File: config.mk
export PLATFORM = sky130hd
export DESIGN_NAME = regfile_write_arbiter_flat
export DESIGN_NICKNAME = d
export VERILOG_FILES = /design/src/rtl/regfile_write_arbiter_pkg.sv /design/src/rtl/regfile_write_arbiter_if.sv /design/src/rtl/regfile_write_arbiter_wb_slot.sv /design/src/rtl/regfile_write_arbiter.sv /design/src/flat_wrapper.sv
export SDC_FILE = /design/constraint.sdc
export NUM_CORES = 1
export LEC_CHECK = 0
export CAP_MARGIN = 20
export CORE_MARGIN = 4
export CORE_UTILIZATION = 45
export CTS_CLUSTER_DIAMETER = 80
export DETAILED_ROUTE_END_ITERATION = 16
export HOLD_SLACK_MARGIN = 0.15
export PLACE_DENSITY = 0.73
export REMOVE_ABC_BUFFERS = 1
export SYNTH_ARGS = -nofsm -noshare
export SYNTH_HDL_FRONTEND = slang
export SYNTH_SLANG_ARGS = --single-unit
File: constraint.sdc
create_clock -name clk -period 1.97 [get_ports clk]
set_clock_uncertainty 0.2 [all_clocks]
set_input_delay 0.591 -clock clk [delete_from_list [all_inputs] [get_ports clk]]
set_output_delay 0.591 -clock clk [all_outputs]
set_load 0.05 [all_outputs]
File: src/rtl/regfile_write_arbiter_pkg.sv
// Shared constants and types for the register-file write-port controller.
// Also holds the oldest-first arbitration rule used by the top.
package regfile_pkg;

  localparam int REG_ADDR_W       = 5;
  localparam int NUM_REGS         = 32;
  localparam int DEFAULT_WORDSIZE = 64;
  // Ages saturate; a pending entry never waits more than two cycles.
  localparam int AGE_W            = 2;

  typedef enum logic {
    INIT,
    RUN
  } state_t;

  typedef enum logic {
    REQ_ALU,
    REQ_MEM
  } req_id_t;

  // Older entry wins. Equal age means both were accepted together, so the
  // requester opposite the last grant goes first.
  function automatic req_id_t pick_winner(
    input logic [AGE_W-1:0] alu_age,
    input logic [AGE_W-1:0] mem_age,
    input req_id_t          last_grant
  );
    req_id_t winner;
    if (alu_age > mem_age) begin
      winner = REQ_ALU;
    end else if (mem_age > alu_age) begin
      winner = REQ_MEM;
    end else if (last_grant == REQ_ALU) begin
      winner = REQ_MEM;
    end else begin
      winner = REQ_ALU;
    end
    return winner;
  endfunction

endpackage

File: src/rtl/regfile_write_arbiter_if.sv
// Writeback requests in, register-file write port out.
// Handshake: a request transfers on a rising edge where valid & ready are both 1;
// ready never looks at valid, and the requester holds addr/data stable until then.
interface regfile_write_arbiter_if #(
  parameter int WORDSIZE = 64
);
  import regfile_pkg::*;

  logic                  alu_valid;
  logic                  alu_ready;
  logic [REG_ADDR_W-1:0] alu_addr;
  logic [WORDSIZE-1:0]   alu_data;

  logic                  mem_valid;
  logic                  mem_ready;
  logic [REG_ADDR_W-1:0] mem_addr;
  logic [WORDSIZE-1:0]   mem_data;

  logic                  init_done;
  logic                  write_en;
  logic [REG_ADDR_W-1:0] write_addr;
  logic [WORDSIZE-1:0]   write_data;

  // Requester / register-file side.
  modport master (
    output alu_valid, alu_addr, alu_data,
    output mem_valid, mem_addr, mem_data,
    input  alu_ready, mem_ready,
    input  init_done, write_en, write_addr, write_data
  );

  // Arbiter side.
  modport slave (
    input  alu_valid, alu_addr, alu_data,
    input  mem_valid, mem_addr, mem_data,
    output alu_ready, mem_ready,
    output init_done, write_en, write_addr, write_data
  );

endinterface

File: src/rtl/regfile_write_arbiter_wb_slot.sv
// One-entry writeback buffer: full flag, destination, data and a saturating
// age counter measuring cycles since acceptance.
module wb_slot
  import regfile_pkg::*;
#(
  parameter int WORDSIZE = DEFAULT_WORDSIZE
) (
  input  logic                  clk,
  input  logic                  rst,
  input  logic                  load,
  input  logic                  grant,
  input  logic [REG_ADDR_W-1:0] in_addr,
  input  logic [WORDSIZE-1:0]   in_data,
  output logic                  full,
  output logic [REG_ADDR_W-1:0] addr,
  output logic [WORDSIZE-1:0]   data,
  output logic [AGE_W-1:0]      age
);

  // A load in the same cycle as a grant is a refill: the new entry wins.
  always_ff @(posedge clk) begin
    if (rst) begin
      full <= 1'b0;
      addr <= '0;
      data <= '0;
      age  <= '0;
    end else if (load) begin
      full <= 1'b1;
      addr <= in_addr;
      data <= in_data;
      age  <= '0;
    end else if (grant) begin
      full <= 1'b0;
      age  <= '0;
    end else if (full && (age != {AGE_W{1'b1}})) begin
      age  <= age + 1'b1;
    end
  end

endmodule

File: src/rtl/regfile_write_arbiter.sv
// Owns the register-file write port: zero-fills all registers after reset,
// then arbitrates ALU and load-unit writebacks oldest-first.
module regfile_write_arbiter
  import regfile_pkg::*;
#(
  parameter int WORDSIZE = DEFAULT_WORDSIZE
) (
  input  logic                    clk,
  input  logic                    rst,
  regfile_write_arbiter_if.slave  bus,
  output state_t                  dbg_state,
  output req_id_t                 dbg_last_grant
);

  state_t                state_q, state_d;
  logic [REG_ADDR_W-1:0] sweep_q, sweep_d;
  logic                  init_done_q;
  req_id_t               last_grant_q;

  logic                  write_en_q;
  logic [REG_ADDR_W-1:0] write_addr_q;
  logic [WORDSIZE-1:0]   write_data_q;

  logic                  alu_full, mem_full;
  logic [REG_ADDR_W-1:0] alu_slot_addr, mem_slot_addr;
  logic [WORDSIZE-1:0]   alu_slot_data, mem_slot_data;
  logic [AGE_W-1:0]      alu_age, mem_age;

  logic grant_alu, grant_mem;
  logic alu_ready, mem_ready;
  logic load_alu, load_mem;

  // Grants depend only on slot contents, so ready never sees valid.
  always_comb begin
    grant_alu = 1'b0;
    grant_mem = 1'b0;
    if (init_done_q) begin
      if (alu_full && mem_full) begin
        if (pick_winner(alu_age, mem_age, last_grant_q) == REQ_ALU) begin
          grant_alu = 1'b1;
        end else begin
          grant_mem = 1'b1;
        end
      end else if (alu_full) begin
        grant_alu = 1'b1;
      end else if (mem_full) begin
        grant_mem = 1'b1;
      end
    end
  end

  assign alu_ready = init_done_q & (~alu_full | grant_alu);
  assign mem_ready = init_done_q & (~mem_full | grant_mem);

  // Writes to x0 complete the handshake but are dropped here.
  assign load_alu = bus.alu_valid & alu_ready & (bus.alu_addr != '0);
  assign load_mem = bus.mem_valid & mem_ready & (bus.mem_addr != '0);

  wb_slot #(.WORDSIZE(WORDSIZE)) u_alu_slot (
    .clk     (clk),
    .rst     (rst),
    .load    (load_alu),
    .grant   (grant_alu),
    .in_addr (bus.alu_addr),
    .in_data (bus.alu_data),
    .full    (alu_full),
    .addr    (alu_slot_addr),
    .data    (alu_slot_data),
    .age     (alu_age)
  );

  wb_slot #(.WORDSIZE(WORDSIZE)) u_mem_slot (
    .clk     (clk),
    .rst     (rst),
    .load    (load_mem),
    .grant   (grant_mem),
    .in_addr (bus.mem_addr),
    .in_data (bus.mem_data),
    .full    (mem_full),
    .addr    (mem_slot_addr),
    .data    (mem_slot_data),
    .age     (mem_age)
  );

  always_ff @(posedge clk) begin
    if (rst) begin
      state_q <= INIT;
      sweep_q <= '0;
    end else begin
      state_q <= state_d;
      sweep_q <= sweep_d;
    end
  end

  always_comb begin
    state_d = state_q;
    sweep_d = sweep_q;
    case (state_q)
      INIT: begin
        sweep_d = sweep_q + 1'b1;
        if (sweep_q == REG_ADDR_W'(NUM_REGS - 1)) begin
          state_d = RUN;
        end
      end
      RUN:     state_d = RUN;
      default: state_d = INIT;
    endcase
  end

  // init_done trails the state by a cycle so it rises after address 31 is presented.
  always_ff @(posedge clk) begin
    if (rst) begin
      init_done_q <= 1'b0;
    end else begin
      init_done_q <= (state_q == RUN);
    end
  end

  always_ff @(posedge clk) begin
    if (rst) begin
      last_grant_q <= REQ_ALU;
    end else if (grant_alu) begin
      last_grant_q <= REQ_ALU;
    end else if (grant_mem) begin
      last_grant_q <= REQ_MEM;
    end
  end

  always_ff @(posedge clk) begin
    if (rst) begin
      write_en_q   <= 1'b0;
      write_addr_q <= '0;
      write_data_q <= '0;
    end else if (state_q == INIT) begin
      write_en_q   <= 1'b1;
      write_addr_q <= sweep_q;
      write_data_q <= '0;
    end else if (grant_alu) begin
      write_en_q   <= 1'b1;
      write_addr_q <= alu_slot_addr;
      write_data_q <= alu_slot_data;
    end else if (grant_mem) begin
      write_en_q   <= 1'b1;
      write_addr_q <= mem_slot_addr;
      write_data_q <= mem_slot_data;
    end else begin
      write_en_q   <= 1'b0;
    end
  end

  assign bus.alu_ready  = alu_ready;
  assign bus.mem_ready  = mem_ready;
  assign bus.init_done  = init_done_q;
  assign bus.write_en   = write_en_q;
  assign bus.write_addr = write_addr_q;
  assign bus.write_data = write_data_q;

  assign dbg_state      = state_q;
  assign dbg_last_grant = last_grant_q;

endmodule
File: src/flat_wrapper.sv
// flat-port wrapper written by rule: the top's interface ports become plain ports
module regfile_write_arbiter_flat import regfile_pkg::*;
#(
  parameter int WORDSIZE = DEFAULT_WORDSIZE
)
  (clk, rst, dbg_state, dbg_last_grant, bus_alu_valid, bus_alu_addr, bus_alu_data, bus_mem_valid, bus_mem_addr, bus_mem_data, bus_alu_ready, bus_mem_ready, bus_init_done, bus_write_en, bus_write_addr, bus_write_data);
  regfile_write_arbiter_if #(.WORDSIZE(WORDSIZE)) bus_i ();
  input  logic clk;
  input  logic rst;
  output state_t dbg_state;
  output req_id_t dbg_last_grant;
  input wire logic [$bits(bus_i.alu_valid)-1:0] bus_alu_valid;
  input wire logic [$bits(bus_i.alu_addr)-1:0] bus_alu_addr;
  input wire logic [$bits(bus_i.alu_data)-1:0] bus_alu_data;
  input wire logic [$bits(bus_i.mem_valid)-1:0] bus_mem_valid;
  input wire logic [$bits(bus_i.mem_addr)-1:0] bus_mem_addr;
  input wire logic [$bits(bus_i.mem_data)-1:0] bus_mem_data;
  output wire logic [$bits(bus_i.alu_ready)-1:0] bus_alu_ready;
  output wire logic [$bits(bus_i.mem_ready)-1:0] bus_mem_ready;
  output wire logic [$bits(bus_i.init_done)-1:0] bus_init_done;
  output wire logic [$bits(bus_i.write_en)-1:0] bus_write_en;
  output wire logic [$bits(bus_i.write_addr)-1:0] bus_write_addr;
  output wire logic [$bits(bus_i.write_data)-1:0] bus_write_data;
  assign bus_i.alu_valid = bus_alu_valid;
  assign bus_i.alu_addr = bus_alu_addr;
  assign bus_i.alu_data = bus_alu_data;
  assign bus_i.mem_valid = bus_mem_valid;
  assign bus_i.mem_addr = bus_mem_addr;
  assign bus_i.mem_data = bus_mem_data;
  assign bus_alu_ready = bus_i.alu_ready;
  assign bus_mem_ready = bus_i.mem_ready;
  assign bus_init_done = bus_i.init_done;
  assign bus_write_en = bus_i.write_en;
  assign bus_write_addr = bus_i.write_addr;
  assign bus_write_data = bus_i.write_data;
  regfile_write_arbiter #(.WORDSIZE(WORDSIZE)) u_core (.clk(clk), .rst(rst), .bus(bus_i), .dbg_state(dbg_state), .dbg_last_grant(dbg_last_grant));
endmodule
==> run summary, run 1 <==
CTS saw 222 sinks. The number of placement rows came out at 52. By startpoint and endpoint, the worst setup path is classified as reg2out. The vertical extent of the die was 151 µm; the proportion of synthesized flip-flops having asynchronous set or reset was 0.

Clock latency on the worst-skew pair, taken at its later pin, is 0.50 ns. Using the TritonRoute via totals, the vias-per-cell ratio works out to 5.22. For the number of max-cap violations, the log shows 0. From synthesis to final layout, the design area changed by 58.5%. Average routed wire per standard cell: 17.5 µm. Number of failing hold endpoints at the final stage: 0. The netlist area before placement is 9220 µm², and the number of nets still failing antenna checks after routing is 0. In this run the critical register-to-register path is captured at u_core.u_mem_slot.data[60]. The number of hold buffers added after CTS was 0. The number of antenna diodes in the final layout is 0. The worst max-slew margin expressed relative to the limit was 0.611. The post-synthesis sequential area ratio is 0.482.

The final weighted congestion in routability-driven placement is 0.791, and the worst vdd rail ir drop is 497 µV. In this run the most critical hold path is launched from bus_mem_addr[4]. The startpoint kind of the worst setup timing path is a register.

Setup repair after global routing could not meet its margin everywhere. The largest fanout of any net on the critical path works out to 4. For this run, the slowest stage of the critical path takes 0.35 ns. The final worst setup slack came out at -0.747 ns.

Share of layout cells above drive strength 1: 0.204. The number of unique standard cell types used by synthesis came out at 42. The run gives -0.36 ns as the reg-to-reg setup timing slack. The cell count of the worst reg-to-reg path was 10. TritonCTS built the clock tree. Buffers inserted during clock tree synthesis total 24.

The dominant register cell in the synthesized netlist is dfxtp_1. The run gives 0 as the max-slew violation count. The worst setup path is captured at a primary output. The die covers 22800 µm². STA puts the critical path data arrival time at 1.93 ns. Prior to clock tree synthesis, the placed netlist has a worst setup slack of -0.729 ns. The run gives 0.724 as the final standard cell utilization of the core.

The end point of the critical path was bus_alu_ready. The logs give 370 for the number of DRC violations after detailed-routing iteration 0 and 1.18 ns for the worst endpoint required time. Count of port buffers added during placement: 216. The tools report the via count of the first global-routing pass as 8242. Largest area contributor in the netlist: dfxtp_1. For the pin with the worst max-slew slack, the measured transition is 0.577 ns. The clock passes through at most 3 buffers. The count of warnings emitted by yosys came out at 0. The ratio of final minimum period to clock period was 1.38; the placeable core area was 20200 µm². 217 I/O pins were placed. The net count of the finished layout is 1420.

Aggregate global-route resource usage: 0.228. The synthesized instance count came out at 1006. The most common cell in the synthesized netlist is nand2_1. The startpoint identified for the worst register-to-register timing path is u_core.u_mem_slot.age[1]. Setup violations remaining at the end of the flow were counted as 215.

The commonest cells after synthesis are nand2_1 (280), dfxtp_1 (222), mux2i_1 (202), a21oi_1 (70), o21ai_0 (65). The run finished, with violations left. The floorplan step set the die width to 151 µm.

After synthesis, the cell types taking the most area are dfxtp_1 (48%), mux2i_1 (22%), nand2_1 (11%). The worst path needs 2.72 ns of the cycle, external delays included. The area share of the largest cell type after synthesis is 0.482. In this run the worst hold path is classified as in2reg. Cell at the root of the clock tree: clkbuf_16. The detailed router placed 8130 vias in this run.

The final global-route overflow total was 0; the power per cell area was 661 nW/µm². For the largest net degree at the start of global routing, the log shows 61. For this block, the routed nets add up to 27300 µm of wire. The number of storage elements in the synthesis netlist works out to 222.

Walking the worst path, the cells encountered are inv_2, ha_4, nor2b_4, o21a_1, nor2_2, nor2b_2, buf_12. The total number of H-tree levels was 1. The most critical setup path has its startpoint at u_core.u_mem_slot.age[1]. The first global-routing pass estimated 42000 µm of wire. The maximum clock frequency was 368 MHz.

In this run the mean area of a mapped cell was 9.16 µm². The final reports fail on setup timing. The slowest stage of the critical path belongs to the cell dfxtp_2. Summed over all nets, the half-perimeter wirelength after detailed placement is 16300 µm. The number of enable flip-flop cells after synthesis came out at 0. Summed over all cells, the static leakage comes to 5.26 nW. Clock-pin slew was measured on the worst setup and hold paths at 0.06 ns. The DRC violation count after routing is 0, and the number of optimization iterations in the first detailed-route pass is 5. The tools report the initial core utilization as 0.457.

The number of antenna violations at the first check in global routing was 0.
per-layer routing:
layer / up-vias / routed length (µm) / GRT usage
met5: - / 0 / 0
met2: 244 / 13400 / 0.390
met4: 0 / 584 / 0.0585
met1: 3899 / 11600 / 0.297
met3: 42 / 1690 / 0.0419
li1: 3945 / - / -
registers in the layout (all words and copies together) (netlist names):
name / count
u_core.bus.write_data: 64
u_core.u_alu_slot.data: 64
u_core.u_mem_slot.data: 64
u_core.bus.write_addr: 5
u_core.sweep_q: 5
u_core.u_alu_slot.addr: 5
u_core.u_mem_slot.addr: 5
u_core.u_alu_slot.age: 2
u_core.u_mem_slot.age: 2
u_core.bus.init_done: 1
u_core.bus.write_en: 1
u_core.dbg_last_grant: 1
u_core.dbg_state: 1
u_core.u_alu_slot.full: 1
u_core.u_mem_slot.full: 1
stage by stage:
stage	std cells	power (mW)	setup TNS, ns	area [µm²]	hold slack, ns
after global routing	1557	9.96	-60.51	14600	0.264
after global placement	1471	5.15	-97.86	12700	0.242
final	1557	9.65	-47.29	14600	0.244
after detailed placement	1471	5.16	-107.41	12700	0.246
after floorplan	924	4.77	-649.51	8780	0.234
after CTS	1551	9.72	-21.84	14400	0.238
cells by family after synthesis:
kind of cell | after synthesis | synth area share
buffers and inverters | 86 | 0.0485
XOR/XNOR | 5 | 0.00475
multiplexers | 202 | 0.219
AO/OA/AOI/OAI | 158 | 0.0949
AND/OR/NAND/NOR | 327 | 0.142
adder cells (fa/ha/maj) | 6 | 0.00815
flip-flops | 222 | 0.482
placed cells by master, fill, tap and decap left out, types with 4 or more instances in the layout:
| master | instances |
|---|---|
| nor2b_1 | 5 |
| clkbuf_1 | 4 |
| mux2i_2 | 11 |
| clkdlybuf4s50_1 | 134 |
| buf_6 | 11 |
| a21oi_1 | 66 |
| buf_4 | 47 |
| clkinv_2 | 6 |
| dfxtp_1 | 217 |
| dfxtp_2 | 5 |
| clkbuf_16 | 25 |
| buf_12 | 99 |
| mux2i_1 | 188 |
| buf_8 | 7 |
| buf_16 | 13 |
| nand4_1 | 5 |
| nor2_1 | 15 |
| ha_1 | 4 |
| nand2_1 | 280 |
| dlygate4sd2_1 | 5 |
| o21ai_0 | 65 |
worst min path at each step:
stage | end | slack (ns) | cells past startpoint
after floorplan | u_core.u_mem_slot.addr[0] | 0.23 | 2
after global placement | u_core.u_mem_slot.data[32] | 0.24 | 2
after detailed placement | u_core.u_alu_slot.data[26] | 0.25 | 2
after CTS | u_core.u_mem_slot.addr[4] | 0.24 | 3
after global routing | u_core.u_mem_slot.addr[4] | 0.26 | 3
final | u_core.u_mem_slot.addr[4] | 0.24 | 3
layout make-up:
type | instances | area (µm²)
clock buffer | 32 | 682
clock inverter | 9 | 120
fill | 1383 | 5560
inverter | 4 | 22.5
multi-input combinational | 699 | 4570
sequential | 222 | 4450
tap | 270 | 338
timing repair buffer | 321 | 4430
where the power goes:
group          internal [mW]  switching [mW]  leakage, nW
clock network           2.81            1.78        0.400
logic                  0.332           0.222         3.07
registers               4.50          0.0112         1.79
critical path: cells and delay by family, from the launching register on:
kind	cells	cell delay, ns
flip-flops	1	0.35
AND/OR/NAND/NOR	3	0.39
adder cells (fa/ha/maj)	1	0.28
buffers and inverters	2	0.20
AO/OA/AOI/OAI	1	0.20
repair_timing:
action	in CTS	in global routing
pin swaps	74	19
setup endpoints to repair	212	218
gates resized for setup	74	36
endpoints found under the hold margin	0	0
setup buffers	24	9
cloned	16	0
No activity file was read; power rests on OpenSTA's default activity.
==> inputs of run 2 (changes only) <==
--- a/config.mk
+++ b/config.mk
@@ -6,6 +6,7 @@
 export NUM_CORES = 1
 export LEC_CHECK = 0
 export CAP_MARGIN = 20
+export CORE_ASPECT_RATIO = 0.7
 export CORE_MARGIN = 4
 export CORE_UTILIZATION = 45
 export CTS_CLUSTER_DIAMETER = 80
@@ -13,6 +14,7 @@
 export HOLD_SLACK_MARGIN = 0.15
 export PLACE_DENSITY = 0.73
 export REMOVE_ABC_BUFFERS = 1
+export SKIP_CTS_REPAIR_TIMING = 1
 export SYNTH_ARGS = -nofsm -noshare
 export SYNTH_HDL_FRONTEND = slang
 export SYNTH_SLANG_ARGS = --single-unit
==> run 2 against run 1 <==
Effect of this change: the flow still finishes with violations (setup timing); power shrank 5.5%; clock-buffer cell count is 5 higher; sequential power is essentially flat; fmax grew 1.6%; sequential share of layout area increased by 0.34 points; critical path depth shrank 1; final area fell by 1.1%; global-route usage decreased by 1.7 points; register-to-register slack improved by 0.11 ns; via count decreased by 0.59%; cell count shrank 0.45%.
==> run summary, run 2 (synthesized netlist as in run 1, its figures left out) <==
Clock slew at the register clock pins of the worst setup and hold paths: 0.06 ns (about the same). The final global-route overflow total came out at 0 (unchanged). The run gives 20000 µm² (-1.0%) as the placeable core area. The number of DRC violations after detailed-routing iteration 0 was 595 (+61%); the number of failing hold endpoints at the final stage was 0 (unchanged). The run gives 0 (unchanged) as the number of antenna diodes. The number of max-cap violations was 0 (unchanged); the arrival time at the worst endpoint was 1.88 ns (-0.05 ns). The run gives 1.18 ns (about the same) as the worst endpoint required time.

The total die area is 22900 µm² (+0.16%), and the routed wire length is 28000 µm (+2.5%). The number of I/O pins is 217 (unchanged). The routed via count divided by cell count was 5.21 (-0.14%). The footprint of the flip-flops and latches came out at 4450 µm² (unchanged). STA classifies the critical path endpoint as a primary output.

The via count of the first global-routing pass was 7571 (-8.1%); the number of fill cells in the layout was 1409 (+1.9%). The share of layout cells above drive strength 1 came out at 0.196 (-0.00826). The post-layout minimum cycle time is 2.67 ns (-0.0436 ns), and the ratio of final minimum period to clock period is 1.36 (-0.0221). In the layout the commonest cells are nand2_1 (280), dfxtp_1 (217), mux2i_1 (188). The number of placement rows is 43 (-17%), and the number of nets still failing antenna checks after routing is 0 (unchanged). The final weighted congestion in routability-driven placement was 0.847 (+7.0%); the area growth from synthesis to final layout was 56.8%. The number of antenna violations at the first check in global routing was 0 (unchanged). The logs give 5.21 nW (-1.0%) for the leakage power figure and 22 (-8.3%) for the TritonCTS buffer count. Broken down by cell family, the worst path's largest delay share belongs to simple AND/OR/NAND/NOR gates.

The library cell used most frequently in the layout, excluding fill and tap cells, is nand2_1. The transition at the pin with the smallest max-transition slack works out to 0.352 ns (-0.225 ns). The final worst setup slack is -0.704 ns (+0.0436 ns), and the largest fanout of any net on the critical path is 4 (unchanged). The tools report the final layout net count as 1413 (-0.49%). The worst vdd rail ir drop is 446 µV (-10%), and the initial core utilization is 0.462 (+0.00478). The max-slew violation count was 0 (unchanged). The worst setup path is launched from a register. The sink count of the clock tree was 222 (unchanged); the number of optimization iterations in the first detailed-route pass was 5 (unchanged).

The reg-to-reg setup timing slack came out at -0.25 ns (+0.11 ns). The average routed wire per standard cell works out to 18.0 µm (+3.0%). The run gives 0.50 ns (about the same) as the clock latency on the worst-skew pair. The worst setup path is of the reg2out kind.

The run gives 4590 µm² (+0.47%) as the multi-input gate area in the final layout. The final reports fail on setup timing. The peak per-stage delay on the critical path is 0.33 ns (-0.02 ns).

The vertical extent of the die is 128 µm (-15%), and the maximum clock frequency is 374 MHz (+1.6%). The critical path goes through inv_2, ha_4, nor2b_4, o211ai_1, and2_4, buf_12. TritonCTS built the clock tree. Cell at the root of the clock tree: clkbuf_16. The run finished, with violations left. The run gives 0.724 (about the same) as the final standard cell utilization of the core. The worst hold path belongs to the class in2reg. The power per cell area is 631 nW/µm² (-4.5%).

The count of port buffers added during placement was 216 (unchanged). The first-pass GRT wire length is 39500 µm (-5.9%), and the horizontal extent of the die is 179 µm (+18%). The slowest stage of the critical path belongs to the cell dfxtp_2. The total vias in the final route is 8082 (-0.59%), and the worst max-slew margin expressed relative to the limit is 0.765 (+0.154). The deepest clock path buffer count was 3 (unchanged); the aggregate global-route resource usage was 0.211 (-0.0171). For the worst hold margin, the log shows 0.199 ns (-0.0444 ns). The tools report the largest net degree at the start of global routing as 88 (+44%). The total number of H-tree levels is 1 (unchanged), and the combined buffer and inverter count along the critical path is 2 (unchanged).

The logs give 209 (-2.8%) for the final setup violation count and 17400 µm (+6.6%) for the HPWL after detailed placement. For the DRC violation count after routing, the log shows 0 (unchanged). Setup repair after global routing could not meet its margin everywhere.
[run 2: cell type report]
class                           instances  share of cell area
Multi-Input combinational cell        699               0.318
Sequential cell                       222               0.308
Timing Repair Buffer                  316               0.301
Clock buffer                           37              0.0469
Tap cell                              270              0.0234
Inverter                                4             0.00156
Clock inverter                          2            0.000693
[run 2: per-layer routing]
| metal | wire [µm] | global-route usage | vias up |
|---|---|---|---|
| li1 | - | - | 3928 |
| met2 | 12300 | 0.318 | 281 |
| met3 | 2340 | 0.0548 | 30 |
| met1 | 13000 | 0.308 | 3843 |
| met5 | 0 | 0 | - |
| met4 | 410 | 0.0392 | 0 |
[run 2: path summary, 6_finish.rpt]
path | endpoint | startpoint | depth (start not counted)
worst max-delay path | bus_mem_ready | u_core.u_mem_slot.age[1] | 6
worst min-delay path | u_core.u_mem_slot.addr[0] | bus_mem_addr[0] | 3
worst max register to register | u_core.u_mem_slot.data[42] | u_core.u_mem_slot.age[1] | 10
worst min register to register | u_core.u_alu_slot.data[19] | u_core.u_alu_slot.data[19] | 2
[run 2: where the power goes]
| part | switching [mW] | total (mW) | internal [mW] | leakage, nW |
|---|---|---|---|---|
| clock network | 1.70 | 4.04 | 2.33 | 0.338 |
| logic | 0.234 | 0.576 | 0.342 | 3.08 |
| registers | 0.0118 | 4.51 | 4.50 | 1.79 |
[run 2: metrics by stage]
stage | worst slack (ns) | area [µm²] | TNS [ns] | instances | total power, mW
final | -0.704 | 14400 | -29.23 | 1550 | 9.12
after global placement | -0.723 | 12800 | -110.52 | 1473 | 5.17
after CTS | -0.886 | 13500 | -50.66 | 1512 | 9.18
after floorplan | -4.76 | 8780 | -649.51 | 924 | 4.77
after global routing | -0.773 | 14400 | -40.59 | 1550 | 9.39
after detailed placement | -0.791 | 12800 | -114.97 | 1473 | 5.18
[run 2: worst register-to-register path, stage by stage (launching register included)]
cell,delay (ns)
dfxtp_2,0.33
inv_2,0.05
ha_4,0.22
nor2b_4,0.13
o21a_1,0.20
buf_6,0.15
a21oi_4,0.24
buf_12,0.16
buf_6,0.10
clkbuf_16,0.16
mux2i_1,0.20
==> inputs of run 3 (changes only) <==
--- a/config.mk
+++ b/config.mk
@@ -15,6 +15,7 @@
 export PLACE_DENSITY = 0.73
 export REMOVE_ABC_BUFFERS = 1
 export SKIP_CTS_REPAIR_TIMING = 1
+export SKIP_LAST_GASP = 1
 export SYNTH_ARGS = -nofsm -noshare
 export SYNTH_HDL_FRONTEND = slang
 export SYNTH_SLANG_ARGS = --single-unit
==> run 3 against run 2 <==
Effect of this change: largest power group unchanged; the run still ends with setup timing left; highest routed layer unchanged; core utilization down 0.19 points; wire length about the same; fmax is 0.27% lower; clock power barely moved.
==> run summary, run 3 (synthesized netlist as in run 1, its figures left out) <==
The tools report the HPWL after detailed placement as 17400 µm (unchanged). Worst-path cell with the longest stage delay: dfxtp_2. For the post-place instance area, the log shows 12800 µm² (unchanged). The aggregate global-route resource usage was 0.211 (unchanged); the count of placed standard cells in the final layout, fillers left out was 1550 (unchanged). The number of failing hold endpoints at the final stage came out at 0 (unchanged).

The critical path is of the reg2out type. The vertical extent of the die was 128 µm (unchanged). The tools report the via count of the first global-routing pass as 7571 (unchanged). The logs give 445 µV (-0.28%) for the worst vdd rail ir drop and 1413 (unchanged) for the final layout net count. Share of power burned in combinational logic: 0.063 (about the same).

The internal power came out at 7.17 mW (about the same). For the final standard cell utilization of the core, the log shows 0.722 (-0.00194). The average routed wire per standard cell works out to 18.1 µm (about the same).

Clock latency on the worst-skew pair: 0.50 ns (about the same). The critical path goes through inv_2, ha_4, nor2b_4, o211ai_1, and2_4, buf_12. The routed wire length is 28000 µm (about the same), and the post-route cell area is 14400 µm² (-0.27%). The post-layout minimum cycle time was 2.68 ns (+0.00728 ns); the peak per-stage delay on the critical path was 0.33 ns (about the same). The placeable core area was 20000 µm² (unchanged). Setup repair after global routing could not meet its margin everywhere. The library cell used most frequently in the layout, excluding fill and tap cells, is nand2_1. The run finished, with violations left. The initial core utilization was 0.462 (unchanged); the combined buffer and inverter count along the critical path was 2 (unchanged).

First-pass GRT wire length: 39500 µm (unchanged). The horizontal extent of the die is 179 µm (unchanged), and the total instance count after detailed placement is 1473 (unchanged). The tools report the register share of total power as 0.494 (about the same).

The ratio of final minimum period to clock period was 1.36 (+0.00370). The TritonCTS buffer count is 22 (unchanged). Startpoint kind of the worst setup timing path: a register. Layer carrying the most global-route usage: met2. The total power was 9.12 mW (about the same). The number of optimization iterations in the first detailed-route pass was 5 (unchanged); the area growth from synthesis to final layout was 56.4%. The logs give 373 MHz (-0.27%) for the maximum clock frequency and -29.51 ns (-0.277 ns) for the sum of negative setup slack. The worst max-slew margin expressed relative to the limit is 0.764 (-0.00132).

The number of DRC violations after detailed-routing iteration 0 is 562 (-5.5%). For the number of antenna diodes, the log shows 0 (unchanged). The count of port buffers added during placement was 216 (unchanged). The clock slew at the register clock pins of the worst setup and hold paths was 0.06 ns (about the same); the number of I/O pins was 217 (unchanged).

The library cells used most frequently in the layout, excluding fill and tap cells, are nand2_1 (280), dfxtp_1 (217), mux2i_1 (189). The transition at the pin with the smallest max-transition slack works out to 0.354 ns (+0.00198 ns). The logs give 1.89 ns (about the same) for the arrival time at the worst endpoint and 222 (unchanged) for the sink count of the clock tree. The final reports fail on setup timing.

The worst endpoint required time came out at 1.18 ns (about the same). The run gives 1411 (+0.14%) as the number of fill cells in the layout. The run gives 209 (unchanged) as the final setup violation count. The power per cell area came out at 633 nW/µm² (+0.29%). For the total vias in the final route, the log shows 8081 (-0.012%). For the post-place setup slack, the log shows -0.791 ns (unchanged).

For the DRC violation count after routing, the log shows 0 (unchanged). The relative contribution of the clock network to total power was 0.443 (about the same); the final weighted congestion in routability-driven placement was 0.847 (unchanged). The final worst setup slack was -0.711 ns (-0.00728 ns); the met2 usage in global routing was 0.318 (unchanged). The max-slew violation count is 0 (unchanged). The tools report the switching power total as 1.95 mW (+0.10%).

The run gives 1 (unchanged) as the total number of H-tree levels. The number of nets still failing antenna checks after routing was 0 (unchanged). The deepest clock path buffer count came out at 3 (unchanged). For the number of antenna violations at the first check in global routing, the log shows 0 (unchanged). In this design, the largest share of critical-path delay is due to simple AND/OR/NAND/NOR gates. The routed via count divided by cell count was 5.21 (about the same). The total die area was 22900 µm² (unchanged). The logs give 88 (unchanged) for the largest net degree at the start of global routing and 0.308 (unchanged) for the met1 usage in global routing.

TritonCTS built the clock tree. The tightest min-delay check is of the in2reg type. For the leakage power figure, the log shows 5.20 nW (about the same). The met3 demand-to-capacity share in global routing was 0.0548 (unchanged). The share of layout cells above drive strength 1 is 0.194 (-0.00234), and the number of placement rows is 43 (unchanged). The logs give 0 (unchanged) for the final global-route overflow total and 0 (unchanged) for the number of max-cap violations.

The fraction of power spent switching nets is 0.214 (about the same). The cell at the root of the clock tree was clkbuf_16. The largest fanout of any net on the critical path came out at 4 (unchanged). STA classifies the critical path endpoint as a primary output. Worst hold margin: 0.198 ns (-0.00140 ns).
[run 3: changes by cell type in the layout (fill, tap and decap cells not counted), moves of 2 or more]
cell,before,now
nor4_4,2,0
buf_6,11,9
nor4_2,0,2
buf_4,42,44
[run 3: area by class of cell]
type                    instances  area (µm²)  share of cell area
flip-flops and latches        222        4450               0.309
inverters                       4        22.5             0.00156
multi-input cells             699        4560               0.317
repair buffers                316        4350               0.302
well taps                     270         338              0.0234
clock buffers                  37         678              0.0471
clock inverters                 2        10.0            0.000695
[run 3: path summary, 6_finish.rpt]
check / from / endpoint / slack [ns] / cells past startpoint
hold reg to reg: u_core.u_mem_slot.data[5] / u_core.u_mem_slot.data[5] / 0.25 / 2
setup / recovery: u_core.u_mem_slot.age[1] / bus_mem_ready / -0.71 / 6
setup reg to reg: u_core.u_mem_slot.age[1] / u_core.u_mem_slot.data[42] / -0.27 / 10
hold / removal: bus_mem_addr[0] / u_core.u_mem_slot.addr[0] / 0.20 / 3
[run 3: worst reg2reg max path: cells and delay by family, from the launching register on]
kind,cells,cell delay [ns]
AO/OA/AOI/OAI,2,0.44
adder cells (fa/ha/maj),1,0.22
buffers and inverters,5,0.63
flip-flops,1,0.33
multiplexers,1,0.20
AND/OR/NAND/NOR,1,0.13
[run 3: routing by layer]
layer | vias to the layer above | routed length, µm
met5 | - | 0
met4 | 0 | 424
met3 | 34 | 2280
met2 | 277 | 12200
met1 | 3838 | 13000
li1 | 3932 | -
[run 3: power groups by stage]
stage | Sequential, mW | Clock [mW] | Combinational [mW]
global route | 4.51 | 4.26 | 0.615
detailed placement | 4.61 | 0 | 0.565
finish | 4.51 | 4.04 | 0.575
global placement | 4.61 | 0 | 0.565
floorplan | 4.62 | 0 | 0.149
CTS | 4.51 | 4.10 | 0.570
